### config.mk
export PLATFORM = sky130hd
export DESIGN_NAME = spin_ctrl
export DESIGN_NICKNAME = d
export VERILOG_FILES = /design/src/rtl/spin_ctrl.sv
export SDC_FILE = /design/constraint.sdc
export NUM_CORES = 1
export LEC_CHECK = 0
export ABC_AREA = 1
export ABC_CLOCK_PERIOD_IN_PS = 1800
export BUFFER_PORTS_ARGS = -buffer_cell sky130_fd_sc_hd__buf_2
export CORE_UTILIZATION = 40
export DETAILED_ROUTE_END_ITERATION = 10
export PLACE_DENSITY = 0.61
export REMOVE_ABC_BUFFERS = 1
export SETUP_SLACK_MARGIN = 0.5
export SYNTH_ARGS = -nofsm -noshare
export SYNTH_HDL_FRONTEND = slang
export SYNTH_SLANG_ARGS = --single-unit
### constraint.sdc
create_clock -name clk_i -period 1.8 [get_ports clk_i]
set_input_delay 0 -clock clk_i [delete_from_list [all_inputs] [get_ports clk_i]]
set_output_delay 0 -clock clk_i [all_outputs]
set_load 0.02 [all_outputs]
### src/rtl/spin_ctrl.sv
// Game sequencer for the LED spinner: tick prescaler, button debouncer and the
// IDLE/SPIN/BRAKE/SHOW phase machine that drives the wheel stop and scores wins.
module spin_ctrl #(
  parameter int          TICK_DIV       = 2500,
  parameter int          DEBOUNCE_TICKS = 200,
  parameter int          MIN_SPIN_TICKS = 2000,
  parameter int          BRAKE_TIMEOUT  = 60000,
  parameter int          SHOW_TICKS     = 20000,
  parameter logic [2:0]  TARGET_POS     = 3'd0
) (
  input  logic       clk_i,
  input  logic       rst_ni,
  input  logic       btn_i,
  input  logic       running_i,
  input  logic [2:0] pos_i,
  output logic       tick_o,
  output logic       stop_o,
  output logic [1:0] state_o,
  output logic       result_valid_o,
  output logic [2:0] result_pos_o,
  output logic       win_o,
  output logic       timeout_o,
  output logic [7:0] score_o
);

  localparam int DIV_W  = (TICK_DIV > 1) ? $clog2(TICK_DIV) : 1;
  localparam int DB_W   = $clog2(DEBOUNCE_TICKS + 1);
  localparam int PH_MAX = (MIN_SPIN_TICKS > BRAKE_TIMEOUT)
                          ? ((MIN_SPIN_TICKS > SHOW_TICKS) ? MIN_SPIN_TICKS : SHOW_TICKS)
                          : ((BRAKE_TIMEOUT > SHOW_TICKS) ? BRAKE_TIMEOUT : SHOW_TICKS);
  localparam int PH_W   = $clog2(PH_MAX + 1);

  localparam logic [DIV_W-1:0] DIV_LAST   = DIV_W'(TICK_DIV - 1);
  localparam logic [DB_W-1:0]  DB_LAST    = DB_W'(DEBOUNCE_TICKS - 1);
  localparam logic [PH_W-1:0]  MIN_SPIN_C = PH_W'(MIN_SPIN_TICKS);
  localparam logic [PH_W-1:0]  BRAKE_C    = PH_W'(BRAKE_TIMEOUT);
  localparam logic [PH_W-1:0]  SHOW_C     = PH_W'(SHOW_TICKS);

  typedef enum logic [1:0] {
    IDLE  = 2'd0,
    SPIN  = 2'd1,
    BRAKE = 2'd2,
    SHOW  = 2'd3
  } state_t;

  // ---------------------------------------------------------------- prescaler
  logic [DIV_W-1:0] div_reg;
  logic             tick_reg;

  always_ff @(posedge clk_i or negedge rst_ni) begin
    if (!rst_ni) begin
      div_reg  <= '0;
      tick_reg <= 1'b0;
    end else begin
      tick_reg <= (div_reg == DIV_LAST);
      div_reg  <= (div_reg == DIV_LAST) ? '0 : div_reg + DIV_W'(1);
    end
  end

  // -------------------------------------------------------------- button path
  logic            sync1_reg;
  logic            btn_s_reg;
  logic            btn_db_reg;
  logic            btn_db_dly_reg;
  logic [DB_W-1:0] db_cnt_reg;
  logic            press;

  always_ff @(posedge clk_i or negedge rst_ni) begin
    if (!rst_ni) begin
      sync1_reg      <= 1'b0;
      btn_s_reg      <= 1'b0;
      btn_db_reg     <= 1'b0;
      btn_db_dly_reg <= 1'b0;
      db_cnt_reg     <= '0;
    end else begin
      sync1_reg      <= btn_i;
      btn_s_reg      <= sync1_reg;
      btn_db_dly_reg <= btn_db_reg;
      // The count only survives while the synchronized level keeps disagreeing.
      if (btn_s_reg == btn_db_reg) begin
        db_cnt_reg <= '0;
      end else if (tick_reg) begin
        if (db_cnt_reg == DB_LAST) begin
          btn_db_reg <= btn_s_reg;
          db_cnt_reg <= '0;
        end else begin
          db_cnt_reg <= db_cnt_reg + DB_W'(1);
        end
      end
    end
  end

  assign press = btn_db_reg & ~btn_db_dly_reg;

  // ------------------------------------------------------------ phase machine
  state_t          state_reg;
  state_t          state_next;
  logic [PH_W-1:0] phase_reg;
  logic            latch_result;
  logic            set_timeout;
  logic            clear_result;

  always_comb begin
    state_next   = state_reg;
    latch_result = 1'b0;
    set_timeout  = 1'b0;
    clear_result = 1'b0;
    case (state_reg)
      IDLE: begin
        if (press) begin
          state_next   = SPIN;
          clear_result = 1'b1;
        end
      end
      SPIN: begin
        if (press && (phase_reg >= MIN_SPIN_C)) begin
          state_next = BRAKE;
        end
      end
      BRAKE: begin
        // A stopped wheel takes priority over an expiring timeout.
        if (!running_i) begin
          state_next   = SHOW;
          latch_result = 1'b1;
        end else if (phase_reg >= BRAKE_C) begin
          state_next  = SHOW;
          set_timeout = 1'b1;
        end
      end
      SHOW: begin
        if (phase_reg >= SHOW_C) begin
          state_next = IDLE;
        end
      end
      default: state_next = IDLE;
    endcase
  end

  logic       stop_reg;
  logic       result_valid_reg;
  logic [2:0] result_pos_reg;
  logic       win_reg;
  logic       timeout_reg;
  logic [7:0] score_reg;

  always_ff @(posedge clk_i or negedge rst_ni) begin
    if (!rst_ni) begin
      state_reg        <= IDLE;
      phase_reg        <= '0;
      stop_reg         <= 1'b1;
      result_valid_reg <= 1'b0;
      result_pos_reg   <= 3'd0;
      win_reg          <= 1'b0;
      timeout_reg      <= 1'b0;
      score_reg        <= 8'd0;
    end else begin
      state_reg        <= state_next;
      stop_reg         <= (state_next != SPIN);
      result_valid_reg <= latch_result;

      if (state_next != state_reg) begin
        phase_reg <= '0;
      end else if (tick_reg && (phase_reg != {PH_W{1'b1}})) begin
        phase_reg <= phase_reg + PH_W'(1);
      end

      if (clear_result) begin
        result_pos_reg <= 3'd0;
        win_reg        <= 1'b0;
        timeout_reg    <= 1'b0;
      end
      if (latch_result) begin
        result_pos_reg <= pos_i;
        win_reg        <= (pos_i == TARGET_POS);
        if ((pos_i == TARGET_POS) && (score_reg != 8'hFF)) begin
          score_reg <= score_reg + 8'd1;
        end
      end
      if (set_timeout) begin
        timeout_reg <= 1'b1;
      end
    end
  end

  assign tick_o         = tick_reg;
  assign stop_o         = stop_reg;
  assign state_o        = state_reg;
  assign result_valid_o = result_valid_reg;
  assign result_pos_o   = result_pos_reg;
  assign win_o          = win_reg;
  assign timeout_o      = timeout_reg;
  assign score_o        = score_reg;

endmodule

==> results of run 1 <==
## kinds of logic after synthesis
family                     Yosys count  synth area share, %
DFF                                 58                48.09
buffers and inverters               50                7.042
muxes                                1               0.3728
xor gates and xnor gates            29                8.409
adders and majority gates            5                2.071
and+or+nand+nor                    185                30.53
AOI/OAI and AO/OA                   17                3.480
## worst min path at each step
stage / endpoint / start / slack (ns)
2_1_floorplan: btn_db_dly_reg / rst_ni / -0.30
3_3_place_gp: db_cnt_reg[3] / rst_ni / 0.03
3_5_place_dp: db_cnt_reg[3] / rst_ni / 0.03
4_1_cts: score_o[1] / pos_i[1] / 0.16
5_1_grt: score_o[0] / pos_i[1] / 0.18
6_report: db_cnt_reg[4] / rst_ni / 0.17
## per-layer routing
| layer | up-vias | track usage (%) |
|---|---|---|
| met1 | 1323 | 24.44 |
| met5 | - | 0 |
| met3 | 13 | 3.324 |
| met4 | 0 | 7.038 |
| li1 | 1330 | - |
| met2 | 48 | 30.77 |
## report_power, final
group          internal (uW)  switching (uW)  total, uW
sequential              1310            1.76       1310
clock                    948             534       1480
combinational           25.1            42.3       67.4
## per-stage QoR
stage | worst slack, ns | TNS [ns] | hold WS (ns) | area [sq um]
after CTS | 0.1130 | 0 | 0.1578 | 4136
final | 0.1423 | 0 | 0.1719 | 4556
after global placement | 0.1254 | 0 | 0.02798 | 3361
after global routing | 0.02932 | 0 | 0.1833 | 4556
after detailed placement | 0.07295 | 0 | 0.02973 | 3361
after floorplan | -0.1193 | -0.4472 | -0.2956 | 2984
## worst register-to-register path, stage by stage, from the launching register on
cell,delay (ns)
dfrtp_2,0.47
nor2_1,0.12
nand2_1,0.10
nand3_1,0.13
nand3_2,0.10
nand2_2,0.11
nand2_2,0.07
nand3_4,0.11
nand2_8,0.07
buf_12,0.13
nand2_8,0.09
nor2_1,0.06
## layout make-up
type / instances / area, sq um / area share (%)
clock buffer: 10 / 137.6 / 3.021
clock inverter: 5 / 102.6 / 2.252
sequential: 58 / 1461 / 32.08
multi-input combinational: 238 / 1743 / 38.26
tap: 99 / 123.9 / 2.719
timing repair buffer: 100 / 802.0 / 17.61
inverter: 47 / 185.2 / 4.065
## layout by cell type, fill, tap and decap left out, drive strengths merged, types with 5 or more instances in the layout
master and instances:
a21oi 7, inv 46, buf 94, nor2 53, xor2 25, nand3 30, nor3 15, o21ai 6
nand2 68, dlygate4sd3 6, dfrtp 57, nand4 12, ha 5, clkbuf 10
## timing repair
item / 4_1_cts / 5_1_grt
gates resized for setup: 60 / 57
buffers inserted: 32 / 22
pin swaps: 27 / 32
cloned: 1 / 0
endpoints found under the hold margin: 63 / 0
hold buffers: 6 / 0
setup endpoints to repair: 43 / 45
==> impl_results.md, run 1 <==
* Highest-delay cell along the critical path: dfrtp_2
* Final cell count without fillers at 557
* FP Rows at 31
* Hold violation total from the final report at 0
* Height of the die at 88.90 um
* Flip-flop count of the largest register after layout at 16
* Data arrival at the endpoint of the critical path at 1.88 ns
* Worst reg2reg setup slack at 0.14 ns
* Synth area leaders: dfrtp_1, nand2_1, xor2_1
* Maximum number of pins on one net before global-route repair at 59
* Final-report setup violation count at 0
* Antenna violations before repair at 0
* Global routing usage summed across all routing layers at 18.61%
* Antenna-violating nets left at 0
* Part of the Yosys area used for sequential elements at 48.09%
* Tightest slew margin relative to the limit at 74.38%
* Cells after DPL at 481
* Global-route wire length before repair at 11120 um
* Total Power Consumption at 2856 uW
* Number of enable-type register cells in the synthesized netlist at 0
* FFs w/ async S/R, synth at 100.0%
* Most common flop cell mapped by yosys: dfrtp_1
* Number of violations of the max-capacitance limit at 0
* Wire length on met1 at 3511 um
* Most used standard cell by instance count after synthesis: nand2_1
* Met2 Wirelength at 4059 um
* Standby leakage power at 0.002206 uW
* Core area at 7292 sq um
* Total power per unit cell area at 627.0 nW/um^2
* Average detailed-routed wire length per instance at 14.22 um
* RSZ-0062 raised after global routing: yes
* Layout cells sized above 1 at 48.03%
* X dimension of the die at 88.90 um
* Peak VDD IR at 0.2959 mV
* Gate family responsible for the most delay along the worst path: simple AND/OR/NAND/NOR gates
* Antenna fix cells at 0
* Data required, critical path at 2.02 ns
* Actual slew at the worst max-slew pin at 0.3808 ns
* Post-synth top area share at 47.22%
* Number of top-level pins at 25
* Signed area change from the synthesized netlist to the final layout at 50.83%
* Vias post-DR at 2714
* Number of buffers and inverters on the critical path at 1
* Layout fillers at 601
* Cells after synthesis at 345
* Router iterations before antenna repair at 4
* Final worst path period need at 1.658 ns
* NumNets Final at 466
* Startpoint of the most critical register-to-register path: phase_reg[5]
* Nature of the critical path endpoint: register
* Die outline area at 7902 sq um
* Drt total wl at 7923 um
* Buffers added on ports at 24
* Slowest cell delay on critical path at 0.47 ns
* GRT overflow at 0
* Fin Clk Skew at 0.007360 ns
* CTS tree: built
* Result of the run: finished, final reports clean
* Clock H-tree levels at 3
* Final Max Slew Viols at 0
* Worst-path cell chain: nor2_1, nand2_1, nand3_1, nand3_2, nand2_2, nand2_2, nand3_4, nand2_8, buf_12, nand2_8, nor2_1
* Unique cell type count in the Yosys netlist at 37
* Kind of critical path: register to register
* Cell at the root of the clock tree: clkbuf_8
* Clock transition time at the flip-flop clock pins of the worst setup and hold paths at 0.07 ns
* Min-delay worst type: input port to async pin
* Global placer's final weighted congestion at 0.8164
* Via count of the first global-routing pass at 2508
* Logic depth of the worst register-to-register path at 11
* Synth Register Bits at 58
* Dominant cell type by area after synthesis: dfrtp_1
* Remaining routing DRC violations at 0
* Max FO, Critical Path at 7
* Sum of met3 wire segment lengths after detailed routing at 218 um
* Synthesis Warnings at 0
* Post-Syn Area at 3020 sq um
* Number of buffers created by CTS at 9
* Effective utilization at floorplan at 41.42%
* Average cell area after synthesis at 8.755 sq um
* Crit path capture: phase_reg[13]
* Commonest cells in the netlist: nand2_1, dfrtp_1, inv_1
* Via count normalized by instance count at 4.873
* Worst-Skew Late Latency at 0.33 ns
* Fraction of the cycle the final worst path needs at 92.09%
* Maximum clock insertion buffer count at 2
* HPWL Detailed at 4374 um
* Critical Path Start: phase_reg[5]
* Crit Reg-Reg Endpoint: phase_reg[13]
* Final Util at 62.47%
* Critical path depth in cells at 11
* Number of clock sinks at 58
* Number of DRC markers after the initial detailed-route iteration at 166
* Uppermost signal routing layer after detailed routing: met4
* Kind of start point of the critical path: register
* Highest achievable clock rate at 0.6032 GHz
No activity file was read; power rests on OpenSTA's default activity.
==> run 2: changes to the inputs <==
- MAX_ROUTING_LAYER: unset -> met4
==> run 2 against run 1 <==
Effect of this change:
- largest power group unchanged
- sequential share of layout area up 0.21 points
- register-to-register slack better by 0.03 ns
- combinational power about the same
- clock power about the same
- global-route usage up 0.59 points
- first-iteration DRC count down 6.0%
==> impl_results.md, run 2 (same netlist as run 1, synthesis figures left out) <==
* Router iterations before antenna repair at 4
* Nature of the critical path endpoint: register
* WHS Endpoint: score_o[0]
* RSZ-0062 raised after global routing: yes
* Data required, critical path at 2.06 ns
* Clock H-tree levels at 3
* Cell at the root of the clock tree: clkbuf_8
* Tightest slew margin relative to the limit at 64.83%
* Logic depth of the worst register-to-register path at 11
* NumNets Final at 468
* Standby leakage power at 0.002201 uW
* Die outline area at 7902 sq um
* Hold violation total from the final report at 0
* Result of the run: finished, final reports clean
* Number of violations of the max-capacitance limit at 0
* Height of the die at 88.90 um
* Internal power at 2278 uW
* Global-route wire length before repair at 11100 um
* Final Max Slew Viols at 0
* Total power per unit cell area at 628.9 nW/um^2
* Number of clock sinks at 58
* Worst reg2reg setup slack at 0.17 ns
* Kind of start point of the critical path: register
* Hold path startpoint: pos_i[1]
* Drt total wl at 7939 um
* Number of instances on the worst hold path at 5
* Data arrival at the endpoint of the critical path at 1.89 ns
* Clock transition time at the flip-flop clock pins of the worst setup and hold paths at 0.07 ns
* Design area at 4526 sq um
* Switching Share at 19.96%
* Net switching power of the design at 568.2 uW
* Flip-flop count of the largest register after layout at 16
* Maximum number of pins on one net before global-route repair at 59
* Antenna-violating nets left at 0
* Fraction of the cycle the final worst path needs at 90.36%
* Sequential power share at 45.9%
* Seq. cell area at 1461 sq um
* Global placer's final weighted congestion at 0.8285
* Buffers added on ports at 24
* Average detailed-routed wire length per instance at 14.20 um
* Highest-delay cell along the critical path: dfrtp_1
* Remaining routing DRC violations at 0
* Antenna violations before repair at 0
* Signed area change from the synthesized netlist to the final layout at 49.83%
* Area after DPL at 3361 sq um
* Min-delay worst type: input port to register
* Relative contribution of the clock network to total power at 51.7%
* Global routing usage summed across all routing layers at 19.20%
* Worst-path cell chain: ha_2, nand2_1, nor2_2, nand2_2, nor2_4, a21oi_4, nand2_2, buf_4, o21ai_2, nand3_2, nor2_2
* GRT overflow at 0
* HPWL Detailed at 4374 um
* X dimension of the die at 88.90 um
* Core area at 7292 sq um
* Antenna fix cells at 0
* FP Rows at 31
* Worst setup slack before clock tree synthesis at 0.07295 ns
* Final-report setup violation count at 0
* Leading cell type in the layout, fill and taps excluded: buf_4
* Final worst path period need at 1.626 ns
* Highest achievable clock rate at 0.6149 GHz
* Layout fillers at 600
* Combinational fraction of design power at 2.4%
* Number of top-level pins at 25
* Final TNS setup at 0 ns
* Worst slack on hold paths at 0.1797 ns
* Actual slew at the worst max-slew pin at 0.5227 ns
* Slowest cell delay on critical path at 0.38 ns
* Worst-Skew Late Latency at 0.32 ns
* Area of the multi-input gates at 1727 sq um
* Crit Reg-Reg Endpoint: phase_reg[11]
* Commonest non-fill, non-tap cells in the layout: buf_4, dfrtp_1, nand2_1
* Crit path setup slack, layout at 0.1736 ns
* Fin Clk Skew at 0.006797 ns
* Kind of critical path: register to register
* Layout cells sized above 1 at 48.70%
* Maximum clock insertion buffer count at 2
* Startpoint of the most critical register-to-register path: phase_reg[0]
* Number of buffers created by CTS at 9
* Total Power Consumption at 2846 uW
* Vias post-DR at 2711
* Max FO, Critical Path at 4
* Via count normalized by instance count at 4.850
* Number of DRC markers after the initial detailed-route iteration at 156
* CTS tree: built
* Via count of the first global-routing pass at 2507
* Peak VDD IR at 0.2912 mV
* Effective utilization at floorplan at 41.42%
-- run 2: routing by layer --
layer  global-route usage [%]  wire, um  up-vias
met1                    24.50      3562     1309
met5                        -         0        -
met3                    3.324       204       10
li1                         -         -     1340
met2                    30.70      4092       52
met4                    7.038        80        0
-- run 2: what timing repair did --
action / 4_1_cts / 5_1_grt
pin swaps: 27 / 45
setup endpoints to repair: 43 / 45
hold endpoints to repair: 63 / 0
gates resized for setup: 60 / 57
hold buffers: 6 / 0
buffers inserted: 32 / 24
cloned: 1 / 0
-- run 2: power groups by stage --
stage	clock network [uW]	registers, uW	logic (uW)
3_5_place_dp	0	1330	49.4
5_1_grt	1560	1310	74.9
3_3_place_gp	0	1330	49.4
6_report	1470	1310	67.1
4_1_cts	1490	1310	67.7
2_1_floorplan	0	1330	6.10
-- run 2: critical path, delay by kind of cell, from the launching register on --
family | cells | cell delay (ns)
fa+ha+maj | 1 | 0.19
buf+inv | 1 | 0.15
simple gates | 7 | 0.52
flops | 1 | 0.38
compound gates | 2 | 0.31
-- run 2: worst max-delay path by stage --
| stage | from | slack, ns | cells after the start | end |
|---|---|---|---|---|
| after floorplan | phase_reg[0] | -0.12 | 11 | phase_reg[13] |
| after global placement | phase_reg[9] | 0.13 | 11 | phase_reg[0] |
| after detailed placement | phase_reg[0] | 0.07 | 10 | phase_reg[7] |
| after CTS | phase_reg[0] | 0.11 | 10 | phase_reg[6] |
| after global routing | phase_reg[5] | 0.06 | 10 | phase_reg[11] |
| final | phase_reg[0] | 0.17 | 11 | phase_reg[11] |
-- run 2: area by class of cell --
class	instances	area share [%]
tap	99	2.737
inverter	47	4.092
timing repair buffer	102	17.42
multi-input combinational	238	38.15
clock buffer	10	3.041
clock inverter	5	2.267
sequential	58	32.29
-- run 2: metrics by stage --
| step | std cells | util, % |
|---|---|---|
| 2_1_floorplan | 342 | - |
| 3_3_place_gp | 481 | 46.09 |
| 3_5_place_dp | 481 | 46.09 |
| 4_1_cts | 535 | 56.73 |
| 5_1_grt | 559 | 62.06 |
| 6_report | 559 | 62.06 |
==> run 3: changes to the inputs <==
- CTS_BUF_LIST: unset -> sky130_fd_sc_hd__clkbuf_16
==> run 3 against run 2 <==
Effect of this change:
- final cell count fell by 1.4%
- register-to-register slack worse by 0.04 ns
- sequential share of layout area shrank 0.13 points
- clock-buffer cell count fell by 1
- core utilization increased by 0.26 points
- hold slack improved by 0.015 ns
- total power up 16%
- sequential power about the same
- fmax fell by 2.6%
- worst setup slack got worse by 0.043 ns
- clock skew is 0.00067 ns lower
- non-clock buffer count down 8
==> impl_results.md, run 3 (same netlist as run 1, synthesis figures left out) <==
* Nature of the critical path endpoint: register
* Maximum clock insertion buffer count at 2
* Drt total wl at 7746 um
* Actual slew at the worst max-slew pin at 0.3696 ns
* Peak VDD IR at 0.4000 mV
* Final Util at 62.32%
* Commonest non-fill, non-tap cells in the layout: buf_4, dfrtp_1, nand2_1
* Max FO, Critical Path at 5
* Fin Clk Skew at 0.006127 ns
* RSZ-0062 raised after global routing: yes
* Global routing usage summed across all routing layers at 19.59%
* Height of the die at 88.90 um
* Highest achievable clock rate at 0.5989 GHz
* Final worst path period need at 1.670 ns
* Data arrival at the endpoint of the critical path at 1.87 ns
* Worst-Skew Late Latency at 0.32 ns
* Tightest slew margin relative to the limit at 75.13%
* Number of buffers and inverters on the critical path at 1
* Hold violation total from the final report at 0
* Slowest cell delay on critical path at 0.38 ns
* Antenna violations before repair at 0
* Clock H-tree levels at 3
* Antenna-violating nets left at 0
* Router iterations before antenna repair at 6
* Kind of critical path: register to register
* Remaining routing DRC violations at 0
* Number of buffers created by CTS at 9
* Final-report setup violation count at 0
* Global placer's final weighted congestion at 0.8285
* Effective utilization at floorplan at 41.42%
* Average detailed-routed wire length per instance at 14.06 um
* Final Max Slew Viols at 0
* Maximum number of pins on one net before global-route repair at 59
* Number of DRC markers after the initial detailed-route iteration at 111
* Number of top-level pins at 25
* Worst setup slack before clock tree synthesis at 0.07295 ns
* Crit path setup slack, layout at 0.1302 ns
* Highest-delay cell along the critical path: dfrtp_1
* Antenna fix cells at 0
* FP Rows at 31
* Core area at 7292 sq um
* CTS tree: built
* Gate family responsible for the most delay along the worst path: simple AND/OR/NAND/NOR gates
* Cells after DPL at 481
* Number of violations of the max-capacitance limit at 0
* Worst slack on hold paths at 0.1943 ns
* Signed area change from the synthesized netlist to the final layout at 50.46%
* Min-delay worst type: input port to register
* Number of clock sinks at 58
* Worst-path cell chain: ha_2, nand2_1, nor2_2, nand2_2, nor2_4, a21oi_4, inv_2, nor2_2, xor2_1, nor2_4
* Data required, critical path at 2.00 ns
* Via count of the first global-routing pass at 2554
* NumNets Final at 460
* Global-route wire length before repair at 11320 um
* Final cell count without fillers at 551
* Total power per unit cell area at 726.5 nW/um^2
* Die outline area at 7902 sq um
* Vias post-DR at 2670
* Flip-flop count of the largest register after layout at 16
* Buffers added on ports at 24
* Standby leakage power at 0.002223 uW
* Layout cells sized above 1 at 46.24%
* Fraction of the cycle the final worst path needs at 92.77%
* Kind of start point of the critical path: register
* Result of the run: finished, final reports clean
* Clock transition time at the flip-flop clock pins of the worst setup and hold paths at 0.05 ns
* Via count normalized by instance count at 4.846
* Cell at the root of the clock tree: clkbuf_16
* X dimension of the die at 88.90 um
* Leading cell type in the layout, fill and taps excluded: buf_4
* Final TNS setup at 0 ns
* HPWL Detailed at 4374 um
* Layout fillers at 601
* GRT overflow at 0
* Worst reg2reg setup slack at 0.13 ns
## run 3: cell count changes in the layout (fill, tap and decap cells not counted), sizes merged
cell and change:
buf -8, clkbuf -1, clkinv +2, clkinvlp -1
## run 3: power by group
part	switching (uW)	total, uW	internal (uW)	leakage, uW
combinational	42.5	67.5	25.1	0.00129
sequential	1.63	1310	1310	0.000772
clock	589	1920	1340	0.000159
total	633	3300	2670	0.00222
## run 3: path summary, 6_finish.rpt
| check | from | to | depth (start not counted) |
|---|---|---|---|
| max | phase_reg[1] | phase_reg[3] | 10 |
| min | pos_i[0] | score_o[2] | 5 |
| max reg2reg | phase_reg[1] | phase_reg[3] | 10 |
| min reg2reg | sync1_reg | btn_s_reg | 0 |
| max in group asynchronous | rst_ni | stop_o | 3 |
| min in group asynchronous | rst_ni | db_cnt_reg[4] | 3 |
## run 3: metrics by stage
step | cell area (sq um) | power [uW]
floorplan | 2984 | 1337
finish | 4544 | 3302
global route | 4544 | 3382
CTS | 4158 | 3312
global placement | 3361 | 1381
detailed placement | 3361 | 1381
## run 3: area by class of cell
type	instances	area, sq um	area share (%)
timing repair buffer	94	728.2	16.02
clock buffer	9	225.2	4.956
clock inverter	6	106.4	2.340
inverter	47	180.2	3.965
sequential	58	1461	32.16
tap	99	123.9	2.726
multi-input combinational	238	1719	37.83
## run 3: routing by layer
metal  global-route usage (%)  share of wire (%)  vias to the layer above
met1                    24.41                 45                     1312
met3                    3.324                2.0                       11
li1                         -                  -                     1314
met4                    7.478                1.1                        0
met5                        -                  0                        -
met2                    31.96                 52                       33
## run 3: worst min-delay path: cells and delay by family
kind                      cells  cell delay, ns
AOI/OAI and AO/OA             1            0.13
xor gates and xnor gates      1            0.11
buffers and inverters         1            0.12
and+or+nand+nor               2            0.11
## run 3: what timing repair did
| item | 4_1_cts | 5_1_grt |
|---|---|---|
| gates cloned | 1 | 0 |
| buffers inserted | 29 | 19 |
| pin swaps | 28 | 32 |
| endpoints found under the hold margin | 63 | 0 |
| endpoints found under the setup margin | 43 | 44 |
| gates resized for setup | 53 | 55 |
| hold buffers | 6 | 0 |
